--- src/rtl/out_port_pkg.sv ---
// out_port_pkg: shared types, defaults and sizing helper for the output port controller.
package out_port_pkg;
    typedef enum logic [1:0] {IDLE, REQ, RELEASE} state_t;
    localparam int DEF_DEPTH = 4;
    localparam int DEF_WIDTH = 32;
    function automatic int cnt_w(input int depth);
        return $clog2(depth) + 1;
    endfunction
endpackage

--- src/rtl/out_port_fifo.sv ---
// out_port_fifo: synchronous FIFO; caller guarantees push only when space (or same-cycle pop) and pop only when non-empty.
module out_port_fifo
    import out_port_pkg::*;
#(
    parameter int DEPTH = DEF_DEPTH,
    parameter int WIDTH = DEF_WIDTH
) (
    input  logic                      clock,
    input  logic                      clear,
    input  logic                      push,
    input  logic                      pop,
    input  logic [WIDTH-1:0]          din,
    output logic [WIDTH-1:0]          head,
    output logic [cnt_w(DEPTH)-1:0]   count
);
    localparam int AW = $clog2(DEPTH);
    localparam int CW = cnt_w(DEPTH);
    logic [WIDTH-1:0] r_mem [DEPTH];
    logic [AW-1:0]    r_wp;
    logic [AW-1:0]    r_rp;
    logic [CW-1:0]    r_count;
    always_ff @(posedge clock) begin
        if (push) r_mem[r_wp] <= din;
    end
    // pointers wrap naturally since DEPTH is a power of two
    always_ff @(posedge clock) begin
        if (clear) begin
            r_wp    <= '0;
            r_rp    <= '0;
            r_count <= '0;
        end else begin
            if (push) r_wp <= r_wp + 1'b1;
            if (pop) r_rp <= r_rp + 1'b1;
            r_count <= r_count + CW'(push) - CW'(pop);
        end
    end
    assign head  = r_mem[r_rp];
    assign count = r_count;
endmodule

--- src/rtl/out_port_ctrl.sv ---
// out_port_ctrl: buffers CPU output-port writes and hands them to a device over a 4-phase req/ack handshake.
module out_port_ctrl
    import out_port_pkg::*;
#(
    parameter int DEPTH = DEF_DEPTH,
    parameter int WIDTH = DEF_WIDTH
) (
    input  logic                      clock,
    input  logic                      clear,
    input  logic                      OutPortin,
    input  logic [WIDTH-1:0]          BusMuxOut,
    input  logic                      dev_ack,
    output logic [WIDTH-1:0]          OutPortData,
    output logic                      out_req,
    output logic                      out_stall,
    output logic                      overflow,
    output logic [cnt_w(DEPTH)-1:0]   fifo_count
);
    localparam int CW = cnt_w(DEPTH);
    localparam logic [CW-1:0] FULL = CW'(DEPTH);
    state_t           r_state;
    logic [WIDTH-1:0] w_head;
    logic             w_pop;
    logic             w_push;
    assign out_stall = fifo_count == FULL;
    assign w_pop     = r_state == IDLE && fifo_count != '0 && !dev_ack;
    // a full FIFO still accepts a write when the head leaves on the same edge
    assign w_push    = OutPortin && (!out_stall || w_pop);
    out_port_fifo #(.DEPTH(DEPTH), .WIDTH(WIDTH)) u_fifo (
        .clock (clock),
        .clear (clear),
        .push  (w_push),
        .pop   (w_pop),
        .din   (BusMuxOut),
        .head  (w_head),
        .count (fifo_count)
    );
    always_ff @(posedge clock) begin
        if (clear) begin
            r_state     <= IDLE;
            out_req     <= 1'b0;
            OutPortData <= '0;
            overflow    <= 1'b0;
        end else begin
            if (OutPortin && !w_push) overflow <= 1'b1;
            case (r_state)
                IDLE: if (w_pop) begin
                    r_state     <= REQ;
                    out_req     <= 1'b1;
                    OutPortData <= w_head;
                end
                REQ: if (dev_ack) begin
                    r_state <= RELEASE;
                    out_req <= 1'b0;
                end
                RELEASE: if (!dev_ack) r_state <= IDLE;
                default: r_state <= IDLE;
            endcase
        end
    end
endmodule
--- config.mk ---
export PLATFORM = sky130hd
export DESIGN_NAME = out_port_ctrl
export DESIGN_NICKNAME = d
export VERILOG_FILES = /design/src/rtl/out_port_pkg.sv /design/src/rtl/out_port_fifo.sv /design/src/rtl/out_port_ctrl.sv
export SDC_FILE = /design/constraint.sdc
export NUM_CORES = 1
export LEC_CHECK = 0
export ABC_CLOCK_PERIOD_IN_PS = 3200
export CORE_MARGIN = 1
export CORE_UTILIZATION = 55
export DETAILED_ROUTE_END_ITERATION = 10
export PLACE_DENSITY_LB_ADDON = 0.12
export SLEW_MARGIN = 0
export SYNTH_ARGS = -nofsm -noshare
export SYNTH_HDL_FRONTEND = slang
export SYNTH_SLANG_ARGS = --single-unit
--- constraint.sdc ---
create_clock -name clock -period 3.2 [get_ports clock]
set_input_delay 0.64 -clock clock [delete_from_list [all_inputs] [get_ports clock]]
set_output_delay 0.64 -clock clock [all_outputs]
set_load 0.02 [all_outputs]
; Word level (Yosys, flattened, before mapping)
; Memories as Yosys holds them, arrays and structs flattened. A register that Yosys moved wholly into a read port is not among the register bits.
; Index checks and enable logic that the tools add are counted.
[classes]
muxes = 9
eq_ne = 6
n_reduce_logical = 14
n_addsub = 4
[ops]
columns = cell, count
row1 = 2-to-1 mux 2 bit, 3
row2 = case mux 2 bit (3 select lines), 1
row3 = AND reduction 3 bit, 2
row4 = "adder 2 x 1 -> 2 bit, second input constant", 2
row5 = logical AND 1 bit, 4
row6 = 2-to-1 mux 1 bit, 4
row7 = "inequality test 2 bit, second input constant", 2
row8 = adder 3 x 1 -> 3 bit, 1
row9 = "== test 3 bit, second input constant", 1
row10 = zero test 1 bit, 3
row11 = nonzero test 3 bit, 1
row12 = subtractor 3 x 1 -> 3 bit, 1
row13 = "== test 2 x 1 -> 1 bit, second input constant", 1
row14 = "== test 2 bit, second input constant", 1
row15 = zero test 2 bit, 1
row16 = "inequality test 2 x 1 -> 1 bit, second input constant", 1
row17 = case mux 1 bit (2 select lines), 1
row18 = AND reduction 2 bit, 1
row19 = nonzero test 2 bit, 1
row20 = logical OR 1 bit, 1
[word_totals]
reg_bits = 11
mem_bits_rw = 128
output_inout_bits = 38
n_memories = 1
[mem_list]
columns = name, words, word_bits, rd, rd_clocked_by_memory_dff, write_ports, line_no
row1 = u_fifo.r_mem, 4, 32, 1, 1, 1, out_port_fifo.sv:18  ; logic [WIDTH-1:0] r_mem [DEPTH];

; Depth between registers and ports, before layout
[depth]
word_depth = 7
ltp_mapped = 10
depth_no_buf = 9

; By module
; From an unflattened synthesis, not the netlist that was laid out.
[unflattened]
hier_cells = 364
hier_area_um2 = 6717.7
[modules_own_cells]
columns = mod, area_each_um2, cells_each, seq_area_each_um2, instances
row1 = out_port_fifo, 5086.1, 207, 4023.9, 1
row2 = out_port_ctrl, 1631.6, 157, 720.7, 1

; Worst setup path after synthesis
; Ideal clock, no wire load.
[synth_path]
path_type = input to register
start = input dev_ack
end = memory u_fifo.r_mem[0][0] (netlist name) (enable)
cell_stages = 4
path_slack_ns = 0.671
setup_time_ns = 0.392
t_required_ns = 2.808
t_arrival_ns = 2.137
cell_sequence = or3_1 buf_6 a21boi_4 and2_1
[synth_between]
elab_chain_cells = 6
[synth_rtl]
columns = element, line_no
row1 = start: declaration, out_port_ctrl.sv:12  ; input logic dev_ack,
row2 = zero test 1 bit, --
row3 = logical AND 1 bit, out_port_ctrl.sv:26  ; assign w_pop = r_state == IDLE && fifo_count != '0 && !dev_ack;
row4 = logical OR 1 bit, out_port_ctrl.sv:28  ; assign w_push = OutPortin && (!out_stall || w_pop);
row5 = logical AND 1 bit, out_port_ctrl.sv:28
row6 = 2-to-1 mux 1 bit, out_port_fifo.sv:23  ; if (push) r_mem[r_wp] <= din;
row7 = 2-to-1 mux 1 bit (implied by the code), out_port_fifo.sv:23
row8 = end: declaration, out_port_fifo.sv:18
; No other way between the ends.

; Final worst setup path
[layout_path]
start = register u_fifo.r_count[2], in the netlist u_fifo.count[2]
end = output out_stall
[layout_between]
elab_chain_cells = 1
[layout_rtl]
columns = element, line_no
row1 = start: declaration, out_port_fifo.sv:21  ; logic [CW-1:0] r_count;
row2 = start signal: assignment, out_port_fifo.sv:34  ; r_count <= r_count + CW'(push) - CW'(pop);
row3 = == test 3 bit, out_port_ctrl.sv:25  ; assign out_stall = fifo_count == FULL;
row4 = end: declaration, out_port_ctrl.sv:15  ; output logic out_stall,
; No other way between the ends.

==> results.yml <==
finish:
  fillers: 739
  drive_gt1_share_pct: 18.94
  fin_area_sq_um: 8059
  multiInputGateArea_sq_um: 1575
  area_growth_pct: 25.83
  final_cells: 613
  fin_util_pct: 70.88
  nets: 499
  register_area_sq_um: 4707
  diodes: 0
floorplan:
  core-area_sq_um: 11370
  start_util_pct: 56.33
  die_area_sq_um: 12080
  rows: 39
  die_w_um: 109.9
  die_h_um: 109.9
  top_level_ports: 74
sta:
  hold_viol_final: 0
  fmax_ghz: 0.3775
  setup-tns-final_ns: 0
  slew-limit-headroom_pct: 39.16
  finalMaxSlewViolations: 0
  worstMarginPinSlew_ns: 0.9126
  setup_viol: 0
  setup_slack_ns: 0.5509
  finClkSkew_ns: 0.006963
  rsz0062_at_grt: "no"
  period_needed_ns: 2.649
  timing.final.crit_share_pct: 82.79
worst_setup_path:
  worstPathArrival_ns: 2.01
  end_kind: "primary output"
  cp_top_family: "buffers and inverters"
  cp.required_ns: 2.56
  path_cells: "nor3b_2, clkdlybuf4s50_1"
  crit_type: "reg2out"
  cp.buffers_inverters: 1
  crit_path_top_delay_cell: "clkdlybuf4s50_1"
  slowest_delay_ns: 0.68
  cp_max_fo: 6
  critPathLaunchType: "flop"
clock_tree:
  cts_tree: "done"
  clockBufferDepth: 2
  cts_setup_buffers: 0
  clk_latency_ns: 0.41
  clock-root-buffer: "clkbuf_16"
  holdBufCountCts: 0
  cts_inserted_buffers: 17
  clock-sinks: 171
  htree_levels: 4
  clk_pin_slew_worst_paths_ns: 0.06
  ctsResizeCount: 0
placement:
  detailed_place.area_sq_um: 7360
  place_congestion: 0.6960
  dp_cells: 581
  place_hpwl_um: 7371
  dpl_worst_slack_ns: 0.2386
  io_buffers: 73
drt:
  drt_iter0_markers: 227
  dr.pass1.iters: 4
  via_per_inst: 5.878
  post_drt_wl_per_cell_um: 20.71
  ant_nets: 0
  vias: 3603
  drcViolationCount: 0
  totalWireLength_um: 12700
grt:
  track_usage_pct: 22.82
  grt_pass1_vias: 3540
  grt_overflow: 0
  grt_pass1_wl_um: 19130
  grt_max_degree: 36
  antenna_found_initial: 0
yosys:
  synth_warnings: 0
  synth.distinct_cells: 34
  synth_seq_area_share_pct: 73.45
  syn_avg_cell_area_sq_um: 17.03
  synth_area_sq_um: 6405
  syn_nets: 418
  yosys_register_bits: 171
  syn_inst: 376
power:
  p_leak_uw: 0.002640
  p_per_area_nw_per_um2: 850.1
  peakVddDrop_mv: 0.4631
run_status:
  status: "complete, no violations"
min_path:
  hold_path.class: "reg2reg"
flow_run:
  maxCapViolations: 0
## cells in the mapped netlist, drive strengths merged
library cell / n / area, sq um
nor3: 4 / 30.03
a21oi: 34 / 170.2
inv: 4 / 15.01
mux2: 2 / 22.52
ha: 5 / 62.56
a2111oi: 1 / 8.760
fa: 1 / 20.02
a21o: 1 / 7.510
buf: 7 / 52.55
nor2: 6 / 22.52
nand3b: 1 / 7.510
nor2b: 2 / 12.51
mux4: 32 / 720.7
mux2i: 1 / 10.01
and2: 5 / 31.28
nand3: 33 / 165.2
nor3b: 2 / 20.02
nand2b: 2 / 12.51
xor2: 1 / 8.760
xnor2: 1 / 8.760
edfxtp: 128 / 3844
o21ai: 33 / 165.2
clkbuf: 20 / 75.07
dfxtp: 43 / 860.8
or3: 3 / 18.77
a31oi: 1 / 6.260
nand2: 2 / 7.510
a21boi: 1 / 18.77
## per-stage QoR
stage | total power [uW] | hold slack [ns]
after floorplan | 3873 | 0.4819
after global placement | 4510 | 0.4618
after detailed placement | 4538 | 0.4661
after CTS | 6913 | 0.4748
after global routing | 7136 | 0.5046
final | 6851 | 0.4733
## layer usage
| metal | wire length [um] | part of all wire, % | track usage (%) |
|---|---|---|---|
| met1 | 5276 | 42 | 30.24 |
| met2 | 6530 | 51 | 37.23 |
| met3 | 717 | 5.6 | 4.624 |
| met4 | 173 | 1.4 | 9.238 |
| met5 | 0 | 0 | 0 |
## cells by family (layout without fill, tap and decap cells)
kind of cell             after synthesis  in the layout  synth area share [%]
flip-flops                           171            171                 73.45
buffers and inverters                 31            125                 2.227
multiplexers                          35             35                 11.76
XOR/XNOR                               2              2                0.2735
AND/OR/NAND/NOR                       60             60                 5.118
adder cells (fa/ha/maj)                6              6                 1.289
AO/OA/AOI/OAI                         71             71                 5.880
## final timing paths
kind	to	slack, ns	from	cells after the start
min	OutPortData[24]	0.47	OutPortData[24]	2
max reg2reg	u_fifo.count[2]	0.87	r_state[0]	9
min reg2reg	OutPortData[24]	0.47	OutPortData[24]	2
max	out_stall	0.55	u_fifo.count[2]	2
## worst reg2reg max path, stage by stage (launching register included)
cell,delay (ns)
dfxtp_1,0.38
or3_1,0.47
nor3_1,0.28
a21o_1,0.12
ha_1,0.14
inv_1,0.05
fa_1,0.37
xor2_1,0.16
and2_1,0.17
nor3_1,0.12
## registers in the layout, indices dropped and copies added, names as in the netlist
register      flops
overflow          1
u_fifo.r_mem    128
u_fifo.count      3
u_fifo.r_rp       2
OutPortData      32
u_fifo.r_wp       2
out_req           1
r_state           2
## where the power goes
part	internal [uW]	switching, uW
Clock	1580	788
Combinational	726	858
Sequential	2690	204
Total	5000	1850
## cell type report
| class | count | area share, % |
|---|---|---|
| Multi-Input combinational cell | 174 | 19.55 |
| Clock buffer | 21 | 5.713 |
| Timing Repair Buffer | 89 | 10.96 |
| Inverter | 4 | 0.1863 |
| Tap cell | 143 | 2.220 |
| Clock inverter | 11 | 2.965 |
| Sequential cell | 171 | 58.41 |
## placed cells by master (no fill, tap or decap), drive strengths merged
cell,instances
buf,17
a21o,1
nor3,4
clkinvlp,1
ha,5
nor2b,2
xnor2,1
mux2i,1
a2111oi,1
clkbuf,21
fa,1
nor3b,2
or3,3
o21ai,33
edfxtp,128
inv,4
nand3,33
xor2,1
clkinv,3
mux4,32
dfxtp,43
clkdlybuf4s50,72
bufinv,7
nand2,2
a21oi,34
mux2,2
nand3b,1
nor2,6
and2,5
a31oi,1
a21boi,1
nand2b,2
Note: power is estimated with default switching activity, not from simulation.
